$ cat src/rtl/bist_err_log_pkg.sv
// Shared record layout and state encodings for the BIST error log.
// A record packs {cs, addr, cycle, error_code} with error_code in the LSBs.
package bist_err_log_pkg;

  localparam int CS_W  = 2;
  localparam int AD_W  = 17;
  localparam int CYC_W = 3;
  localparam int EC_W  = 4;
  localparam int REC_W = CS_W + AD_W + CYC_W + EC_W;

  localparam int EC_LSB  = 0;
  localparam int CYC_LSB = EC_LSB + EC_W;
  localparam int AD_LSB  = CYC_LSB + CYC_W;
  localparam int CS_LSB  = AD_LSB + AD_W;

  typedef enum logic [1:0] {
    ST_IDLE    = 2'd0,
    ST_CAPTURE = 2'd1,
    ST_DONE    = 2'd2
  } state_t;

  function automatic logic [REC_W-1:0] make_rec(input logic [CS_W-1:0]  cs,
                                                input logic [AD_W-1:0]  ad,
                                                input logic [CYC_W-1:0] cyc,
                                                input logic [EC_W-1:0]  ec);
    return {cs, ad, cyc, ec};
  endfunction

endpackage

$ cat src/rtl/bist_log_ram.sv
// Log storage: one write port and one registered read port, no reset.
// A read and write to the same address in one cycle returns the old contents.
module bist_log_ram #(
  parameter int DEPTH = 16,
  parameter int AW    = 4,
  parameter int W     = 26
) (
  input  logic          clk,
  input  logic          we,
  input  logic [AW-1:0] waddr,
  input  logic [W-1:0]  wdata,
  input  logic          re,
  input  logic [AW-1:0] raddr,
  output logic [W-1:0]  rdata
);

  logic [W-1:0] mem [DEPTH];

  // Write port and registered read port.
  always_ff @(posedge clk) begin
    if (we) begin
      mem[waddr] <= wdata;
    end
    if (re) begin
      rdata <= mem[raddr];
    end
  end

endmodule

$ cat src/rtl/bist_err_log.sv
// Fail-record logger behind the March-C result stage: circular log, saturating
// fail counter, sticky overflow and first-fail capture, drained via a pop port.
module bist_err_log
  import bist_err_log_pkg::*;
#(
  parameter int DEPTH = 16,
  parameter int AW    = 4,
  parameter int CNT_W = 20
) (
  input  logic             clk,
  input  logic             reset,
  input  logic             start,
  input  logic             clear,
  input  logic             rec_valid,
  input  logic [REC_W-1:0] rec_in,
  input  logic             test_done,
  input  logic             rd_req,
  output logic             rd_valid,
  output logic [REC_W-1:0] rd_data,
  output logic [AW:0]      log_count,
  output logic             log_empty,
  output logic             log_full,
  output logic [CNT_W-1:0] err_total,
  output logic             overflow,
  output logic [REC_W-1:0] first_rec,
  output logic             first_vld,
  output logic [1:0]       state
);

  state_t           state_r;
  logic [AW-1:0]    wr_ptr_r;
  logic [AW-1:0]    rd_ptr_r;
  logic [AW:0]      count_r;
  logic [CNT_W-1:0] err_total_r;
  logic             overflow_r;
  logic [REC_W-1:0] first_rec_r;
  logic             first_vld_r;
  logic             rd_valid_r;
  logic [REC_W-1:0] ram_q_s;

  logic flush_s;
  logic cap_s;
  logic pop_s;
  logic wr_s;
  logic drop_s;

  assign log_empty = (count_r == {(AW+1){1'b0}});
  assign log_full  = (count_r == (AW+1)'(DEPTH));

  // start only flushes when it actually causes a transition into CAPTURE.
  assign flush_s = clear | (start & (state_r != ST_CAPTURE));
  assign cap_s   = (state_r == ST_CAPTURE) & rec_valid & ~clear;
  assign pop_s   = rd_req & ~log_empty & ~clear & ~start;
  assign wr_s    = cap_s & (~log_full | pop_s);
  assign drop_s  = cap_s & log_full & ~pop_s;

  bist_log_ram #(.DEPTH(DEPTH), .AW(AW), .W(REC_W)) u_ram (
    .clk   (clk),
    .we    (wr_s),
    .waddr (wr_ptr_r),
    .wdata (rec_in),
    .re    (pop_s),
    .raddr (rd_ptr_r),
    .rdata (ram_q_s)
  );

  // FSM, pointers, counters and capture registers.
  always_ff @(posedge clk or negedge reset) begin
    if (!reset) begin
      state_r     <= ST_IDLE;
      wr_ptr_r    <= {AW{1'b0}};
      rd_ptr_r    <= {AW{1'b0}};
      count_r     <= {(AW+1){1'b0}};
      err_total_r <= {CNT_W{1'b0}};
      overflow_r  <= 1'b0;
      first_rec_r <= {REC_W{1'b0}};
      first_vld_r <= 1'b0;
      rd_valid_r  <= 1'b0;
    end else begin
      if (clear) begin
        state_r <= ST_IDLE;
      end else begin
        case (state_r)
          ST_IDLE:    if (start) state_r <= ST_CAPTURE;
          ST_CAPTURE: if (test_done) state_r <= ST_DONE;
          ST_DONE:    if (start) state_r <= ST_CAPTURE;
          default:    state_r <= ST_IDLE;
        endcase
      end

      if (flush_s) begin
        wr_ptr_r    <= {AW{1'b0}};
        rd_ptr_r    <= {AW{1'b0}};
        count_r     <= {(AW+1){1'b0}};
        err_total_r <= {CNT_W{1'b0}};
        overflow_r  <= 1'b0;
        first_vld_r <= 1'b0;
        rd_valid_r  <= 1'b0;
      end else begin
        rd_valid_r <= pop_s;
        if (wr_s) begin
          wr_ptr_r <= wr_ptr_r + {{(AW-1){1'b0}}, 1'b1};
        end
        if (pop_s) begin
          rd_ptr_r <= rd_ptr_r + {{(AW-1){1'b0}}, 1'b1};
        end
        if (wr_s && !pop_s) begin
          count_r <= count_r + {{AW{1'b0}}, 1'b1};
        end else if (pop_s && !wr_s) begin
          count_r <= count_r - {{AW{1'b0}}, 1'b1};
        end
        if (cap_s && (err_total_r != {CNT_W{1'b1}})) begin
          err_total_r <= err_total_r + {{(CNT_W-1){1'b0}}, 1'b1};
        end
        if (cap_s && !first_vld_r) begin
          first_rec_r <= rec_in;
          first_vld_r <= 1'b1;
        end
        if (drop_s) begin
          overflow_r <= 1'b1;
        end
      end
    end
  end

  // RAM read register has no reset, so data is masked outside a valid beat.
  assign rd_data   = rd_valid_r ? ram_q_s : {REC_W{1'b0}};
  assign rd_valid  = rd_valid_r;
  assign log_count = count_r;
  assign err_total = err_total_r;
  assign overflow  = overflow_r;
  assign first_rec = first_rec_r;
  assign first_vld = first_vld_r;
  assign state     = state_r;

endmodule

$ cat config.mk
export PLATFORM = sky130hd
export DESIGN_NAME = bist_err_log
export DESIGN_NICKNAME = d
export VERILOG_FILES = /design/src/rtl/bist_err_log_pkg.sv /design/src/rtl/bist_log_ram.sv /design/src/rtl/bist_err_log.sv
export SDC_FILE = /design/constraint.sdc
export NUM_CORES = 1
export LEC_CHECK = 0
export BUFFER_PORTS_ARGS = -buffer_cell sky130_fd_sc_hd__buf_2
export CAP_MARGIN = 20
export CORE_MARGIN = 4
export CORE_UTILIZATION = 50
export DETAILED_ROUTE_END_ITERATION = 16
export GPL_TIMING_DRIVEN = 0
export HOLD_SLACK_MARGIN = 0.05
export PLACE_DENSITY = 0.75
export SKIP_LAST_GASP = 1
export SYNTH_ARGS = -nofsm -noshare
export SYNTH_HDL_FRONTEND = slang
export SYNTH_HIERARCHICAL = 1
export SYNTH_SLANG_ARGS = --single-unit
$ cat constraint.sdc
create_clock -name clk -period 4.02 [get_ports clk]
set_input_delay 0.402 -clock clk [delete_from_list [all_inputs] [get_ports clk]]
set_output_delay 0.402 -clock clk [all_outputs]
set_load 0.01 [all_outputs]
## Yosys cells after proc, flatten, opt, wreduce, memory -nomap -nowiden

Memory sizes are Yosys's and may differ from the RTL's. A register that Yosys moved wholly into a read port is not among the register bits.
Index checks and enable logic that the tools add are counted.

- Flip-flop bits (word level): 64
- RAM bits: 416
- Input port bits: 33
- Output and inout bits: 84
- Logic and storage cells: 78
- Memories kept: 1

- $add $sub $neg: 5
- Eq/ne operators: 7
- Multiplexer cells: 21
- Bitwise logic cells: 17
- Reduce and logical (&&, ||, !) cells: 18

Memories:

| name | words | bits a word | rd ports | clocked after Yosys merged registers in | wr ports | RTL line | text |
|---|---|---|---|---|---|---|---|
| u_ram.mem | 16 | 26 | 1 | 1 | 1 | bist_log_ram.sv:17 | `logic [W-1:0] mem [DEPTH];` |

Operators by type and width:

| kind | count |
|---|---|
| 20-bit two-way mux | 2 |
| 26-bit two-way mux | 1 |
| 20-bit by 1-bit adder with 20-bit output (second input constant) | 1 |
| 20-bit != test (second input constant) | 1 |
| 4-bit two-way mux | 4 |
| 5-bit two-way mux | 3 |
| 2-bit nonzero test | 5 |
| 1-bit bitwise AND | 9 |
| 4-bit by 1-bit adder with 4-bit output (second input constant) | 2 |
| 1-bit two-way mux | 7 |
| 2-bit two-way mux | 3 |
| 1-bit NOT | 6 |
| 5-bit by 1-bit adder with 5-bit output (second input constant) | 1 |
| 5-bit == test (second input constant) | 1 |
| 5-bit zero test | 1 |
| 5-bit by 1-bit subtractor with 5-bit output (second input constant) | 1 |
| 1-bit logical AND | 4 |
| 2-bit case mux with 2 select lines | 1 |
| 2-bit AND reduction | 2 |
| 1-bit zero test | 3 |
| 3-bit by 1-bit != test with 1-bit output (second input constant) | 1 |
| 3-bit != test (second input constant) | 1 |
| 3-bit nonzero test | 1 |
| 2-bit by 1-bit == test with 1-bit output (second input constant) | 1 |
| other kinds (5) | 6 |

## Depth between registers and ports, before layout

Gate-level depths: netlist of run 1.

- Depth in word-level cells: 12
- Mapped depth: 10
- Depth with buffers taken out: 9

## By module

The synthesis of run 1 kept the hierarchy.

By module, submodules not included:

| module | times used | cells each | area each (sq um) |
|---|---|---|---|
| bist_log_ram | 1 | 686 | 16637.2 |
| bist_err_log | 1 | 299 | 3318.2 |

## Worst setup path after synthesis of run 1

No wires, ideal clock.

- Path type: reg2reg
- Start: register state_r[1], in the netlist state[1]
- End: memory u_ram.mem[0][0], enable pin
- Data arrival time: 3.425 ns
- Data required time: 3.578 ns
- Setup slack: 0.153 ns
- Cell stages (with the launch flop): 6
- Path buffers: 1
- Period minus slack after synthesis: 3.867 ns
- Cells stage by stage: dfrtp_1 -> nand4bb_1 -> buf_6 -> a31oi_4 -> or3b_2 -> nor3_1

- Longest elaborated chain between the ends: 6

RTL lines:

| what | RTL line | text |
|---|---|---|
| from (decl) | bist_err_log.sv:30 | `state_t state_r;` |
| from (signal assigned) | bist_err_log.sv:70 | `state_r <= ST_IDLE;` |
| from (signal assigned) | bist_err_log.sv:81 | `state_r <= ST_IDLE;` |
| from (signal assigned) | bist_err_log.sv:84 | `ST_IDLE: if (start) state_r <= ST_CAPTURE;` |
| 2-bit by 1-bit == test with 1-bit output | bist_err_log.sv:52 | `assign cap_s = (state_r == ST_CAPTURE) & rec_valid & ~clear;` |
| 1-bit bitwise AND (2 in a row) | bist_err_log.sv:52 |  |
| 1-bit bitwise AND | bist_err_log.sv:54 | `assign wr_s = cap_s & (~log_full \| pop_s);` |
| named net wr_s | bist_err_log.sv:44 | `logic wr_s;` |
| 1-bit two-way mux | bist_log_ram.sv:21 | `if (we) begin` |
| 1-bit two-way mux (implied by the code) | bist_log_ram.sv:22 | `mem[waddr] <= wdata;` |
| to (decl) | bist_log_ram.sv:17 |  |

The timed path passes the listed nets, and every way through them passes these cells.

## Final worst setup path of run 1

- Start: register state_r[1], in the netlist state[1]
- End: memory u_ram.mem[8][15], enable pin

Same word-level chain as after synthesis.

==> results of run 1 <==
## kinds of logic after synthesis
group	after synthesis	share of synthesized area, %
AO/OA/AOI/OAI	87	3.248
XOR/XNOR	20	0.8778
adder cells (fa/ha/maj)	8	0.5392
buffers and inverters	51	1.862
flip-flops	506	74.54
multiplexers	139	14.36
AND/OR/NAND/NOR	174	4.571
## metal layers
metal	GRT usage, %	vias up
met5	0	-
met4	5.210	0
met3	4.383	72
met2	32.63	459
met1	28.56	5370
li1	-	4425
## critical path: stages, from the launching register on
cell	delay (ns)
dfrtp_1	0.41
nand4bb_1	0.22
buf_6	0.17
a31oi_4	0.37
nand3b_1	0.38
nor3_2	0.92
buf_6	0.29
## state kept, by name, indices dropped and copies added (netlist names)
| register | cells |
|---|---|
| u_ram/mem | 416 |
| wr_ptr_r | 4 |
| first_rec | 26 |
| first_vld | 1 |
| err_total | 20 |
| state | 2 |
| log_count | 5 |
| overflow | 1 |
| u_ram/rdata | 26 |
| rd_ptr_r | 4 |
| rd_valid | 1 |
## cells in the final DEF, fill, tap and decap left out, types with 32 or more instances in the layout
cell and instances:
a22oi_1 53, buf_2 128, clkbuf_1 37, clkbuf_16 51, dfrtp_1 64, edfxtp_1 442
mux4_1 36, mux4_2 68, nand2_1 48, nor2_1 32
## stage by stage
| step | util (%) | worst slack, ns | cell area (um^2) |
|---|---|---|---|
| CTS | 59.84 | 1.010 | 23340 |
| global route | 59.84 | 0.8413 | 23340 |
| finish | 59.84 | 0.9457 | 23340 |
| floorplan | - | 0.1531 | 19960 |
| detailed placement | 55.76 | 0.8992 | 21750 |
| global placement | 54.31 | -1.941 | 21180 |
## where the power goes
part	internal [mW]	switching, mW	leakage [nW]
registers	5.81	0.0576	4.82
clock network	2.63	1.86	0.776
logic	0.234	0.295	2.41
## path summary, 6_finish.rpt
check                              start          endpoint  slack (ns)  depth (start not counted)
setup / recovery                state[1]  u_ram/mem[8][15]        0.95                          6
hold / removal                     clear          state[1]        0.08                          2
setup reg to reg                state[1]  u_ram/mem[8][15]        0.95                          6
hold reg to reg            first_rec[12]     first_rec[12]        0.50                          1
max in group asynchronous          reset      first_rec[8]        3.15                          3
min in group asynchronous          reset     first_rec[24]        0.28                          2
## repair_timing
item / in CTS / in global routing
hold buffers: 1 / 0
setup endpoints to repair: 0 / 0
resized for setup: 0 / 0
endpoints found under the hold margin: 14 / 0
## final cells by class
type	instances	area, um^2	area share, %
flip-flops and latches	506	14870	63.72
clock inverters	21	206.4	0.8844
multi-input cells	428	4820	20.65
clock buffers	72	1375	5.891
repair buffers	141	1049	4.492
plain buffers	45	344.1	1.474
inverters	6	27.53	0.1179
well taps	518	648.1	2.776
==> results.md, run 1 <==
- The flow ran to the end, and the final reports show no timing, DRC or antenna violations.
- The pin slew with the least headroom to its limit is 1.070 ns.
- The predominant post-synthesis flop cell is edfxtp_1.
- Once the floorplan was initialized, standard cells occupied ~50% of the core.
- For the worst setup path, the data arrival time is 3.33 ns.
- The clock sink total is ~500.
- By area the synthesized netlist is led by edfxtp_1 (67%), dfrtp_1 (8.0%), mux4_2 (7.7%).
- Dividing the detail-routed via count by the number of cells gives 5.945.
- In the final routed layout, each cell accounts on average for 25.24 um.
- The time the final worst path needs with I/O delays and setup is 3.074 ns.
- The via total after detailed routing is 10330.
- The clock network latency to the later pin of the worst-skew pair is 0.56 ns.
- After detailed routing, the number of remaining DRC violations is 0.
- The power per unit of standard cell area is 466.9 nW/um^2.
- The largest driver fanout on the critical path is 13.
- The number of filler instances in the final layout is 2692.
- The number of flops mapped to enable cells by yosys is about 440.
- The first TritonRoute pass finished after 5 iterations.
- The global-route wire length before repair is 66420 um.
- The final standard cell count with taps included and fillers excluded is 1737.
- The critical path required time is ~4.3 ns.
- The launching element type of the critical path is a flop.
- The final weighted congestion in routability-driven placement is 0.8270.
- For the final routed database, the setup TNS stands at 0 ns.
- No sink is reached through more buffers than the 3 on the longest clock path.
- For the final database, setup skew stands at 0.01327 ns.
- During placement, the flow inserted port buffers numbering 116.
- The netlist area before placement is roughly 20000 um^2.
- The wire length after detailed routing is 43830 um.
- Sorting the synthesized cells by how often they occur yields edfxtp_1 (442), mux4_2 (68), dfrtp_1 (64).
- Of all cell types, the one taking the most synthesized area is edfxtp_1.
- Headroom to the max-slew limit came out at 28.25%.
- The netlist uses 57 different library cells.
- The worst path uses 76.48% of the clock period.
- The share of layout cells above drive strength 1 is between 30% and 40%.
- The share of Yosys cell area claimed by the top area cell type is 66.51%.
- When the netlist entered floorplanning its net count stood at between 1000 and 1500.
- Summing the sequential cell areas from Yosys gives 74.54% of the chip area.
- The total number of yosys warnings is 6.
- The number of hold violations in the final report came to 0.
- The final antenna-violating net count is 0.
- The wire length on met2 is 21490 um.
- After detailed routing, the met3 layer carries roughly 3700 um of wire.
- The area added between synthesis and finish is 16.98%.
- 117 I/O pins were placed.
- The highest layer touched by signal routing is met4.
- The min-delay analysis places its worst path in the category in -> reg.
- For this run, the total global-route usage over all layers was measured as 20.21%.
- The peak ir drop on the vdd network is 0.0003314 V.
- The initial antenna violation count is 0.
- The count of mapped cells out of synthesis is 985.
- STA classifies the critical path endpoint as a flop.
- 0 antenna diodes ended up in the layout.
- Setup repair after global routing left no endpoint under its margin.
- The fraction of registers with async set/reset is around 13%.
- The standard-cell row count is 72.
- The number of setup buffers added after CTS is 0.
- The via count of the first global-routing pass is 10540.
- The number of CTS-inserted buffers is 50.
- The number of H-tree branching levels is 2.
- The horizontal extent of the die is 207.8 um.
- Hold is met by 0.07616 ns.
- The total power is 10.90 mW.
- Synthesis inferred 506 register bits.
- The height of the chip is 207.8 um.
- Counting tap cells, the placed design contains a total of 1643 instances.
- The number of setup violations in the final report is 0.
- The cell sitting at the root of the clock tree is a clkbuf_16.
- The total overflow left after global routing is 0.
- TritonCTS built the clock tree.
- The count of final max-slew check failures came to 0.
- The category of the most critical setup path is reg -> reg.
- The largest net degree at the start of global routing is 51.
- The most repeated cell in the gate-level netlist after synthesis is edfxtp_1.
- The met1 layer wirelength in the final routing is 17650 um.
- Static timing analysis puts the maximum clock frequency at approximately 330 MHz.
- The wire-length estimate of the detail-placed layout is 27980 um.
- The mean cell area of the mapped netlist is 20.26 um^2.
- At the end of the flow, the number of nets in the layout was 1219.
- The clock transition at the registers of the reported paths is 0.05 ns.
- The full die area is 43170 um^2.
- The core footprint is just under 40000 um^2.
- The count of maximum capacitance violations is 0.
- The cell leakage power is 7.997 nW.
- The number of DRC markers after the initial detailed-route iteration is 1005.
(Power assumes the default switching activity.)
==> run 2: changes to the inputs <==
- PLACE_DENSITY: 0.75 -> 0.73
- clock period: 4.02 -> 3.1 ns (I/O delays scaled with it)
==> run 2 against run 1 <==
Net effect: via count barely moved; wire length fell by 0.39%; critical path depth rose by 3; sequential power rose by 30%.
==> results.md, run 2 (synthesized netlist as in run 1, its figures left out) <==
- The run finished with clean final reports.
- The initial utilization of the core area, before any placement, comes to 51.16%.
- The half-perimeter wire length after detailed placement is between 20000 and 30000 um.
- After floorplanning, the core was sized to cover 39010 um^2.
- The cell leakage power is about 8 nW.
- The area of the multi-input gates is 4845 um^2.
- The tool flagged a number of max-cap violations equal to 0.
- The first TritonRoute pass finished after 5 iterations.
- The via total after detailed routing is 10320.
- The setup path with the least slack is of type reg -> reg.
- The count of input and output buffers is 116.
- The global-route met3 utilization is 3.143%.
- The count of final max-slew check failures is 0.
- The upper clock frequency limit is 336.6 MHz.
- The post-route DRC violation count is 0.
- For this design the ratio of total power to cell area is 606.6 nW/um^2.
- The final weighted congestion in routability-driven placement is 0.7740.
- The number of H-tree branching levels is 2.
- After clock tree synthesis, the clock-pin slew on the worst setup and hold paths is 0.06 ns.
- The number of setup violations in the final report is 0.
- The final layout contains 1220 nets.
- In this run the critical register-to-register path is launched from log_count[1].
- The buffer depth of the longest clock path is 3.
- For this block, the routed nets add up to 43660 um of wire.
- The clock network latency to the later pin of the worst-skew pair is 0.57 ns.
- The clock tree from TritonCTS is yes.
- The detail-routed net length per standard cell is 25.12 um.
- The clock sink total is 506.
- The number of flip-flops in the largest register is 416.
- The remaining global-route overflow is 0.
- The startpoint of the worst hold path is start.
- The number of hold violations in the final report is 0.
- The first global-routing pass estimated about 67000 um of wire.
- For this run, the total global-route usage over all layers was measured as 20.37%.
- The worst hold path stage count is 3.
- The setup slack on the worst flop-to-flop path is ~0.13 ns.
- The number of placed instances, taps included, is approximately 1600.
- The final clock skew is between 0.015 and 0.02 ns.
- The via density per instance is 5.937.
- The number of CTS-inserted buffers is 50.
- The largest net degree at the start of global routing is 56.
- The floorplan step defined a die boundary enclosing 43170 um^2.
- The clock tree root buffer cell is clkbuf_16.
- The smallest clock period supported by the final layout is computed as 2.971 ns.
- Measured along the y axis, the die boundary spans 207.8 um.
- The final antenna-violating net count is 0.
- The via count of the first global-routing pass is ~11000.
- The endpoint class of the critical path is a flop.
- The repair_antennas step left the layout with diodes totalling 0.
- Global routing consumed, on the met1 layer, around 30% of the routing resources.
- The peak ir drop on the vdd network is 0.0003791 V.
- The critical path required time is 3.58 ns.
- More flip-flops sit in one register than any other, and that register is u_ram/mem.
- In the final layout, the share of cells above drive strength 1 is 30.33%.
- The path type of the worst min-delay path is in -> reg.
- The final standard cell count with taps included and fillers excluded is 1738.
- The number of top-level design ports is 117.
- STA classifies the critical path startpoint as a flop.
- Global routing consumed, on the met2 layer, 32.95% of the routing resources.
- The area added between synthesis and finish is 17.64%.
- The library cells used most frequently in the layout, excluding fill and tap cells, are edfxtp_1 (442), buf_2 (128), mux4_2 (68).
- The final clock period utilization by the worst path is a little over nine tenths.
- The most frequent standard cell in the layout excluding fill and tap cells is edfxtp_1.
- The initial antenna violation count is 0.
- Setup repair after global routing left no endpoint under its margin.
- The standard-cell row count is 72.
- On the final layout, the worst hold slack is 0.09401 ns.
- The highest-utilization routing layer at the global route stage is met2.
- The headroom to the max-slew limit is roughly 39%.
- The sequential cells in the finished layout cover a total of approximately 15000 um^2.
- The logic depth of the worst register-to-register path is 9.
- The start point of the critical path is log_count[1].
- The detailed router finished its first iteration with 829 violations.
- The die is roughly 210 um wide.
- Data on the critical path arrives at its endpoint at 3.45 ns.
- The number of filler instances in the final layout is around 2700.
- In the final timing run, aggregate negative setup slack is 0 ns.
- In this run the worst path has a maximum fanout of 8.
- The pin slew with the least headroom to its limit is 0.9125 ns.
## run 2: changes by cell type in the layout (fill, tap and decap cells not counted), moves of 4 or more
cell / change
buf_16: +5
buf_6: -10
buf_8: +4
clkbuf_1: -7
clkbuf_8: +4
clkinv_1: +4
nor3_2: -4
nor3_4: +4
## run 2: final timing paths
check	to
setup reg to reg	log_count[4]
max in group asynchronous	first_rec[24]
setup / recovery	log_count[4]
hold reg to reg	first_rec[6]
min in group asynchronous	first_rec[7]
hold / removal	state[0]
## run 2: routing by layer
layer  wire, um  vias to the layer above
met4       1011                        0
met3       3005                       69
li1           -                     4416
met2      21380                      433
met1      18270                     5400
met5          0                        -
## run 2: power by group
part / total, mW / internal [mW] / switching [mW]
clock network: 5.94 / 3.46 / 2.48
logic: 0.686 / 0.305 / 0.381
registers: 7.62 / 7.54 / 0.0774
## run 2: layout make-up
cell class / instances / area share, %
plain buffers: 45 / 1.466
clock buffers: 68 / 5.874
clock inverters: 25 / 1.029
inverters: 6 / 0.1173
multi-input cells: 428 / 20.64
flip-flops and latches: 506 / 63.36
well taps: 518 / 2.761
repair buffers: 142 / 4.754
## run 2: worst max-delay path: stages (launching register included)
cell      delay, ns
dfrtp_1        0.49
nor4_2         0.48
a21o_1         0.21
buf_6          0.16
nand2_2        0.14
fa_1           0.45
a21o_1         0.19
a21oi_1        0.25
mux2_2         0.37
o211ai_1       0.15
## run 2: repair_timing
item	CTS	global route
hold buffers	3	0
pin swaps	1	1
buffers inserted	2	1
setup endpoints to repair	13	9
resized for setup	0	0
hold endpoints to repair	66	0
## run 2: stage by stage
stage	power [mW]	utilization [%]	cell area (um^2)	worst slack (ns)
global placement	8.419	54.36	21200	-1.398
floorplan	8.112	-	19980	-0.05689
CTS	14.38	60.16	23470	0.02017
detailed placement	8.457	55.89	21800	-0.04355
finish	14.24	60.18	23480	0.1289
global route	14.74	60.18	23480	0.004170
